--- src/rtl/snake_if.sv ---
// Bundles the snake engine's control inputs and game/body outputs.
// master = controller/display side, slave = the game engine.
interface snake_if #(
  parameter int X_W     = 5,
  parameter int Y_W     = 5,
  parameter int MAX_LEN = 64,
  parameter int LEN_W   = 7
);
  logic                   dir_valid;
  logic [1:0]             dir_in;
  logic                   pause;
  logic                   slow;
  logic                   start;
  logic [X_W-1:0]         food_x;
  logic [Y_W-1:0]         food_y;
  logic                   food_valid;
  logic [1:0]             game_state;
  logic [1:0]             cur_dir;
  logic [MAX_LEN*X_W-1:0] snake_x_flat;
  logic [MAX_LEN*Y_W-1:0] snake_y_flat;
  logic [LEN_W-1:0]       length;
  logic                   step;
  logic                   get_food;
  logic                   hit_boundary;
  logic                   hit_self;

  modport master (
    output dir_valid, dir_in, pause, slow, start, food_x, food_y, food_valid,
    input  game_state, cur_dir, snake_x_flat, snake_y_flat, length,
           step, get_food, hit_boundary, hit_self
  );

  modport slave (
    input  dir_valid, dir_in, pause, slow, start, food_x, food_y, food_valid,
    output game_state, cur_dir, snake_x_flat, snake_y_flat, length,
           step, get_food, hit_boundary, hit_self
  );
endinterface

--- src/rtl/snake_core.sv ---
// Snake game engine: step timer, 2-deep direction queue, body shift, collision and game FSM.
// Optional macro WRAP_EN: the head wraps to the opposite edge instead of dying at a wall.
module snake_core #(
  parameter int          GRID_W   = 32,
  parameter int          GRID_H   = 24,
  parameter int          X_W      = 5,
  parameter int          Y_W      = 5,
  parameter int          MAX_LEN  = 64,
  parameter int          LEN_W    = 7,
  parameter int          INIT_LEN = 3,
  parameter int unsigned TICK_DIV = 12500000,
  parameter int unsigned SLOW_MUL = 2
) (
  input  logic  clk,
  input  logic  rst,
  snake_if.slave bus
);

  typedef enum logic [1:0] {
    ST_RUN  = 2'b00,
    ST_DIE  = 2'b01,
    ST_INIT = 2'b10
  } state_e;

  localparam logic [1:0]  D_UP     = 2'b00;
  localparam logic [1:0]  D_DOWN   = 2'b01;
  localparam logic [1:0]  D_RIGHT  = 2'b10;
  localparam logic [31:0] PER_FAST = 32'(TICK_DIV);
  localparam logic [31:0] PER_SLOW = 32'(TICK_DIV * SLOW_MUL);

  state_e           state_q, state_d;
  logic [1:0]       cur_dir_q, cur_dir_d;
  logic [1:0]       dq_q [2];
  logic [1:0]       dq_d [2];
  logic [1:0]       dq_cnt_q, dq_cnt_d;
  logic [31:0]      tick_q, tick_d;
  logic [X_W-1:0]   seg_x_q [MAX_LEN];
  logic [X_W-1:0]   seg_x_d [MAX_LEN];
  logic [Y_W-1:0]   seg_y_q [MAX_LEN];
  logic [Y_W-1:0]   seg_y_d [MAX_LEN];
  logic [LEN_W-1:0] len_q, len_d;
  logic             step_q, step_d;
  logic             get_food_q, get_food_d;
  logic             hit_b_q, hit_b_d;
  logic             hit_s_q, hit_s_d;

  logic [X_W-1:0]   init_x [MAX_LEN];
  logic [Y_W-1:0]   init_y [MAX_LEN];

  logic [1:0]       step_dir, last_dir;
  logic [X_W:0]     nx_raw;
  logic [Y_W:0]     ny_raw;
  logic [X_W-1:0]   nx;
  logic [Y_W-1:0]   ny;
  logic             wall, grow, self_hit;
  logic [LEN_W-1:0] hit_lim;
  logic [MAX_LEN-1:0] self_hit_vec;
  logic [31:0]      period;
  logic             fire, accept, start_game;

  genvar gi;
  generate
    for (gi = 0; gi < MAX_LEN; gi++) begin : g_seg
      assign init_x[gi] = (gi < INIT_LEN) ? X_W'(GRID_W / 2 - gi) : '0;
      assign init_y[gi] = (gi < INIT_LEN) ? Y_W'(GRID_H / 2) : '0;
      assign bus.snake_x_flat[gi*X_W +: X_W] = seg_x_q[gi];
      assign bus.snake_y_flat[gi*Y_W +: Y_W] = seg_y_q[gi];
      assign self_hit_vec[gi] = (seg_x_q[gi] == nx) && (seg_y_q[gi] == ny) &&
                                (LEN_W'(gi) < hit_lim);
    end
  endgenerate

  assign self_hit = |self_hit_vec;

  // Candidate next head, computed one bit wider so stepping off 0 shows up as a large value.
  always_comb begin
    step_dir = (dq_cnt_q != 2'd0) ? dq_q[0] : cur_dir_q;
    nx_raw   = {1'b0, seg_x_q[0]};
    ny_raw   = {1'b0, seg_y_q[0]};
    case (step_dir)
      D_UP:    ny_raw = ny_raw - 1'b1;
      D_DOWN:  ny_raw = ny_raw + 1'b1;
      D_RIGHT: nx_raw = nx_raw + 1'b1;
      default: nx_raw = nx_raw - 1'b1;
    endcase
`ifdef WRAP_EN
    wall = 1'b0;
    if (nx_raw == '1)
      nx_raw = (X_W+1)'(GRID_W - 1);
    else if (nx_raw == (X_W+1)'(GRID_W))
      nx_raw = '0;
    if (ny_raw == '1)
      ny_raw = (Y_W+1)'(GRID_H - 1);
    else if (ny_raw == (Y_W+1)'(GRID_H))
      ny_raw = '0;
`else
    wall = (nx_raw > (X_W+1)'(GRID_W - 1)) || (ny_raw > (Y_W+1)'(GRID_H - 1));
`endif
    nx      = nx_raw[X_W-1:0];
    ny      = ny_raw[Y_W-1:0];
    grow    = bus.food_valid && (nx == bus.food_x) && (ny == bus.food_y);
    // The tail vacates its cell this step unless the snake grows.
    hit_lim = grow ? len_q : len_q - 1'b1;
  end

  always_comb begin
    period   = bus.slow ? PER_SLOW : PER_FAST;
    fire     = (state_q == ST_RUN) && !bus.pause && (tick_q >= period - 32'd1);
    last_dir = (dq_cnt_q == 2'd2) ? dq_q[1] :
               (dq_cnt_q == 2'd1) ? dq_q[0] : cur_dir_q;
    accept   = bus.dir_valid && (state_q != ST_DIE) && (dq_cnt_q != 2'd2) &&
               (bus.dir_in != last_dir) && (bus.dir_in != (last_dir ^ 2'b01));
    // Pressing the current heading on the start screen launches the game without queuing.
    start_game = (state_q == ST_INIT) && bus.dir_valid && (bus.dir_in == cur_dir_q);
  end

  always_comb begin
    state_d    = state_q;
    cur_dir_d  = cur_dir_q;
    dq_d       = dq_q;
    dq_cnt_d   = dq_cnt_q;
    tick_d     = tick_q;
    seg_x_d    = seg_x_q;
    seg_y_d    = seg_y_q;
    len_d      = len_q;
    step_d     = 1'b0;
    get_food_d = 1'b0;
    hit_b_d    = hit_b_q;
    hit_s_d    = hit_s_q;

    case (state_q)
      ST_INIT: if (accept || start_game) state_d = ST_RUN;
      ST_RUN:  if (!bus.pause) tick_d = fire ? 32'd0 : tick_q + 32'd1;
      ST_DIE:  ;
      default: state_d = ST_INIT;
    endcase

    if (fire) begin
      step_d    = 1'b1;
      cur_dir_d = step_dir;
      if (wall || self_hit) begin
        state_d = ST_DIE;
        hit_b_d = wall;
        hit_s_d = self_hit && !wall;
      end else begin
        for (int i = MAX_LEN - 1; i > 0; i--) begin
          seg_x_d[i] = seg_x_q[i-1];
          seg_y_d[i] = seg_y_q[i-1];
        end
        seg_x_d[0] = nx;
        seg_y_d[0] = ny;
        if (grow) begin
          get_food_d = 1'b1;
          if (len_q != LEN_W'(MAX_LEN)) len_d = len_q + 1'b1;
        end
      end
    end

    // Pop for the step first, then append any request accepted this cycle.
    if (fire && (dq_cnt_q != 2'd0)) begin
      dq_d[0]  = dq_q[1];
      dq_cnt_d = dq_cnt_q - 2'd1;
    end
    if (accept) begin
      if (dq_cnt_d == 2'd0) dq_d[0] = bus.dir_in;
      else                  dq_d[1] = bus.dir_in;
      dq_cnt_d = dq_cnt_d + 2'd1;
    end

    if ((state_q == ST_DIE) && bus.start) begin
      state_d   = ST_INIT;
      cur_dir_d = D_RIGHT;
      dq_cnt_d  = 2'd0;
      tick_d    = 32'd0;
      seg_x_d   = init_x;
      seg_y_d   = init_y;
      len_d     = LEN_W'(INIT_LEN);
      hit_b_d   = 1'b0;
      hit_s_d   = 1'b0;
    end
  end

  always_ff @(posedge clk) begin
    if (rst) begin
      state_q    <= ST_INIT;
      cur_dir_q  <= D_RIGHT;
      dq_q       <= '{default: 2'b00};
      dq_cnt_q   <= 2'd0;
      tick_q     <= 32'd0;
      seg_x_q    <= init_x;
      seg_y_q    <= init_y;
      len_q      <= LEN_W'(INIT_LEN);
      step_q     <= 1'b0;
      get_food_q <= 1'b0;
      hit_b_q    <= 1'b0;
      hit_s_q    <= 1'b0;
    end else begin
      state_q    <= state_d;
      cur_dir_q  <= cur_dir_d;
      dq_q       <= dq_d;
      dq_cnt_q   <= dq_cnt_d;
      tick_q     <= tick_d;
      seg_x_q    <= seg_x_d;
      seg_y_q    <= seg_y_d;
      len_q      <= len_d;
      step_q     <= step_d;
      get_food_q <= get_food_d;
      hit_b_q    <= hit_b_d;
      hit_s_q    <= hit_s_d;
    end
  end

  assign bus.game_state   = state_q;
  assign bus.cur_dir      = cur_dir_q;
  assign bus.length       = len_q;
  assign bus.step         = step_q;
  assign bus.get_food     = get_food_q;
  assign bus.hit_boundary = hit_b_q;
  assign bus.hit_self     = hit_s_q;

endmodule
--- src/flat_wrapper.sv ---
// flat-port wrapper written by rule: the top's interface ports become plain ports
module snake_core_flat 
#(
  parameter int          GRID_W   = 32,
  parameter int          GRID_H   = 24,
  parameter int          X_W      = 5,
  parameter int          Y_W      = 5,
  parameter int          MAX_LEN  = 64,
  parameter int          LEN_W    = 7,
  parameter int          INIT_LEN = 3,
  parameter int unsigned TICK_DIV = 12500000,
  parameter int unsigned SLOW_MUL = 2
)
  (clk, rst, bus_dir_valid, bus_dir_in, bus_pause, bus_slow, bus_start, bus_food_x, bus_food_y, bus_food_valid, bus_game_state, bus_cur_dir, bus_snake_x_flat, bus_snake_y_flat, bus_length, bus_step, bus_get_food, bus_hit_boundary, bus_hit_self);
  snake_if #(.X_W(X_W), .Y_W(Y_W), .MAX_LEN(MAX_LEN), .LEN_W(LEN_W)) bus_i ();
  input  logic clk;
  input  logic rst;
  input wire logic [$bits(bus_i.dir_valid)-1:0] bus_dir_valid;
  input wire logic [$bits(bus_i.dir_in)-1:0] bus_dir_in;
  input wire logic [$bits(bus_i.pause)-1:0] bus_pause;
  input wire logic [$bits(bus_i.slow)-1:0] bus_slow;
  input wire logic [$bits(bus_i.start)-1:0] bus_start;
  input wire logic [$bits(bus_i.food_x)-1:0] bus_food_x;
  input wire logic [$bits(bus_i.food_y)-1:0] bus_food_y;
  input wire logic [$bits(bus_i.food_valid)-1:0] bus_food_valid;
  output wire logic [$bits(bus_i.game_state)-1:0] bus_game_state;
  output wire logic [$bits(bus_i.cur_dir)-1:0] bus_cur_dir;
  output wire logic [$bits(bus_i.snake_x_flat)-1:0] bus_snake_x_flat;
  output wire logic [$bits(bus_i.snake_y_flat)-1:0] bus_snake_y_flat;
  output wire logic [$bits(bus_i.length)-1:0] bus_length;
  output wire logic [$bits(bus_i.step)-1:0] bus_step;
  output wire logic [$bits(bus_i.get_food)-1:0] bus_get_food;
  output wire logic [$bits(bus_i.hit_boundary)-1:0] bus_hit_boundary;
  output wire logic [$bits(bus_i.hit_self)-1:0] bus_hit_self;
  assign bus_i.dir_valid = bus_dir_valid;
  assign bus_i.dir_in = bus_dir_in;
  assign bus_i.pause = bus_pause;
  assign bus_i.slow = bus_slow;
  assign bus_i.start = bus_start;
  assign bus_i.food_x = bus_food_x;
  assign bus_i.food_y = bus_food_y;
  assign bus_i.food_valid = bus_food_valid;
  assign bus_game_state = bus_i.game_state;
  assign bus_cur_dir = bus_i.cur_dir;
  assign bus_snake_x_flat = bus_i.snake_x_flat;
  assign bus_snake_y_flat = bus_i.snake_y_flat;
  assign bus_length = bus_i.length;
  assign bus_step = bus_i.step;
  assign bus_get_food = bus_i.get_food;
  assign bus_hit_boundary = bus_i.hit_boundary;
  assign bus_hit_self = bus_i.hit_self;
  snake_core #(.GRID_W(GRID_W), .GRID_H(GRID_H), .X_W(X_W), .Y_W(Y_W), .MAX_LEN(MAX_LEN), .LEN_W(LEN_W), .INIT_LEN(INIT_LEN), .TICK_DIV(TICK_DIV), .SLOW_MUL(SLOW_MUL)) u_core (.clk(clk), .rst(rst), .bus(bus_i));
endmodule
--- config.mk ---
export PLATFORM = sky130hd
export DESIGN_NAME = snake_core_flat
export DESIGN_NICKNAME = d
export VERILOG_FILES = /design/src/rtl/snake_if.sv /design/src/rtl/snake_core.sv /design/src/flat_wrapper.sv
export SDC_FILE = /design/constraint.sdc
export NUM_CORES = 2
export LEC_CHECK = 0
export BUFFER_PORTS_ARGS = -buffer_cell sky130_fd_sc_hd__buf_4
export CORE_ASPECT_RATIO = 2
export CORE_UTILIZATION = 51
export DETAILED_ROUTE_END_ITERATION = 8
export PLACE_DENSITY = 0.77
export SLEW_MARGIN = 20
export SYNTH_ARGS = -nofsm -noshare
export SYNTH_HDL_FRONTEND = slang
export SYNTH_SLANG_ARGS = --single-unit
--- constraint.sdc ---
create_clock -name clk -period 6.24 [get_ports clk]
set_input_delay 1.248 -clock clk [delete_from_list [all_inputs] [get_ports clk]]
set_output_delay 1.248 -clock clk [all_outputs]
set_load 0.01 [all_outputs]
==> metrics.csv <==
metric,value,unit
outcome,completed,
synth.ff_latch_count,693,
synth.avg_cell_area,7.70,um2
cp-end-kind,flip-flop,
core_area,68600,um2
synth-edff-count,0,
hold_viol,0,
syn_area,35200,um2
cpMostUsedCell,buf_4,
mostFrequentLayoutCell,nand2_1,
met1_usage,45.3,%
p_leak,17.9,nW
async_reset_ff_share,0,%
port_buffers,673,
reg2reg_depth,28,
synth.area.top_cells,"dfxtp_1 (39%), nand2_1 (14%), a21oi_1 (9.5%)",
drt_pre_antenna_iters,8,
cts_tree,built,
muxShareOfSynthArea,0.732,%
grt-busiest-layer,met2,
ant_nets,0,
yosysTopAreaCellShare,39.4,%
cts_buffers,58,
hpwl,131,mm
power_density,240,nW/um2
antenna_found_initial,9,
use_met2,79.9,%
skew,39.8,ps
routed_wl,174,mm
drv_slew,0,
grt_max_degree,171,
fin_area,46000,um2
drive_gt1_share,22.8,%
final_util,67.1,%
drt-initial-drc-count,3411,
synth.distinct_cells,90,
synthAdderAreaFrac,1.07,%
synth_top_family_by_area,simple AND/OR/NAND/NOR gates,
setup_viol,0,
cp.arrival,6620,ps
grt_overflow,0,
tns,0,ps
clockRootBuffer,clkbuf_16,
syn_nets,4622,
area_growth_syn_to_layout,30.7,%
fin_crit_sh,96.9,%
timing.critical_path.required,6810,ps
path_clk_slew,80,ps
htree_levels,2,
yosys_warnings,0,
seq_area_frac_synth,39.4,%
vias_per_cell,6.08,
placed_area,43600,um2
first_global_vias,36602,
die_y,374,um
most-common-layout-cells,"nand2_1 (1352), buf_4 (974), dfxtp_1 (691), a21oi_1 (664), xnor2_1 (369)",
die-area,70200,um2
crit_slowest_cell,xor2_1,
rows,136,
met3_usage,13.5,%
worst_slew_pin_slew,1090,ps
crit_path_start_kind,flip-flop,
max_slew_margin,27.0,%
drv_cap,0,
crit_fanout,30,
critPathKind,reg -> reg,
layout_min_cycle_time,6050,ps
min_path_cells,2,
die_x,188,um
drc,0,
synth-xor-area-share,17.0,%
grt_use_total,48.0,%
num_vias,38276,
postSynthCellCount,4574,
post_drt_wl_per_cell,27.6,um
synth-compound-area-share,14.7,%
hp-class,reg -> reg,
ys.flop_type,dfxtp_1,
cpPeakStageDelay,610,ps
peakVddDrop,0.261,mV
cts_sinks,693,
ios,674,
timing.fmax,165,MHz
clkLatencyLatePin,680,ps
start_util,51.4,%
cts_hold_buf,0,
cts.path.max_buffers,3,
layout.nets,5399,
yosys.area.top_type,dfxtp_1,
grt_pass1_wl,248,mm
gp_congestion,1.10,
yosys.area_share.simple,22.7,%
[Yosys cell counts, drive strengths merged, types with 6 or more instances]
| cell type | count |
|---|---|
| nor4 | 78 |
| nand2b | 7 |
| inv | 25 |
| and3 | 21 |
| nor4b | 6 |
| a21oi | 668 |
| nor2b | 11 |
| o21ai | 46 |
| nand4 | 85 |
| dfxtp | 693 |
| a31oi | 26 |
| o211ai | 20 |
| a41oi | 7 |
| mux2i | 20 |
| xnor2 | 377 |
| or4 | 16 |
| clkbuf | 145 |
| xor2 | 306 |
| ha | 27 |
| o22ai | 10 |
| a211oi | 24 |
| and2 | 8 |
| or3 | 13 |
| a211o | 6 |
| o31ai | 10 |
| nor2 | 125 |
| nand2 | 1353 |
| buf | 184 |
| a2111oi | 11 |
| o2111ai | 9 |
| nor3 | 70 |
| nand3 | 71 |
| a21o | 13 |
[cell families after synthesis]
logic type	count (synthesis)
simple gates	1884
compound gates	907
flops	693
xor+xnor	683
buf+inv	355
fa+ha+maj	29
mux	23
[registers in the layout, summed over array words and instances, names as in the netlist]
register	flops
u_core.tick_q	32
u_core.bus.hit_boundary	1
u_core.bus.step	1
u_core.dq_q	4
u_core.dq_cnt_q	2
u_core.bus.cur_dir	2
u_core.bus.game_state	2
u_core.bus.snake_y_flat	320
u_core.bus.snake_x_flat	320
u_core.bus.length	7
u_core.bus.hit_self	1
u_core.bus.get_food	1
[path summary, 6_finish.rpt]
| kind | to | from | slack (ps) |
|---|---|---|---|
| worst max-delay path | u_core.bus.snake_x_flat[220] | u_core.dq_cnt_q[1] | 190 |
| worst min-delay path | u_core.bus.hit_self | u_core.bus.hit_self | 470 |
| worst max register to register | u_core.bus.snake_x_flat[220] | u_core.dq_cnt_q[1] | 190 |
| worst min register to register | u_core.bus.hit_self | u_core.bus.hit_self | 470 |
[worst max-delay path, delay by kind of cell, from the launching register on]
family	cells	cell delay, ps
XOR/XNOR	1	610
flip-flops	1	330
multiplexers	1	240
adder cells (fa/ha/maj)	2	500
AND/OR/NAND/NOR	9	1580
AO/OA/AOI/OAI	4	660
buffers and inverters	11	1960
[metal layers]
metal	vias up	share of wire (%)
met5	-	0.039
met4	10	14
met3	906	9.6
met2	2314	47
met1	18176	30
li1	16870	-
[final cells by class]
type | instances | area, um2
Fill cell | 5930 | 22500
Multi-Input combinational cell | 3526 | 20200
Sequential cell | 693 | 13900
Timing Repair Buffer | 1046 | 8670
Clock buffer | 79 | 1670
Tap cell | 897 | 1120
Clock inverter | 26 | 379
Inverter | 26 | 97.6
Antenna cell | 2 | 5.00
[through the flow]
stage | power, mW | worst slack (ps) | hold WS, ps | std cells
2_1_floorplan | 6.02 | 10.3 | 441 | 4574
3_3_place_gp | 6.91 | -297 | 445 | 6182
3_5_place_dp | 6.94 | -345 | 453 | 6182
4_1_cts | 10.9 | 6.46 | 470 | 6287
5_1_grt | 11.3 | -19.9 | 514 | 6293
6_report | 11.1 | 192 | 473 | 6295
[where the power goes]
part,switching [mW],internal [mW]
logic,1.68,0.918
clock network,1.82,2.21
registers,0.00729,4.43
[timing repair]
action,4_1_cts,5_1_grt
cloned,0,2
setup endpoints to repair,642,651
setup buffers,0,4
gates resized for setup,12,43
pin swaps,0,8
Note: power is estimated with default switching activity, not from simulation.
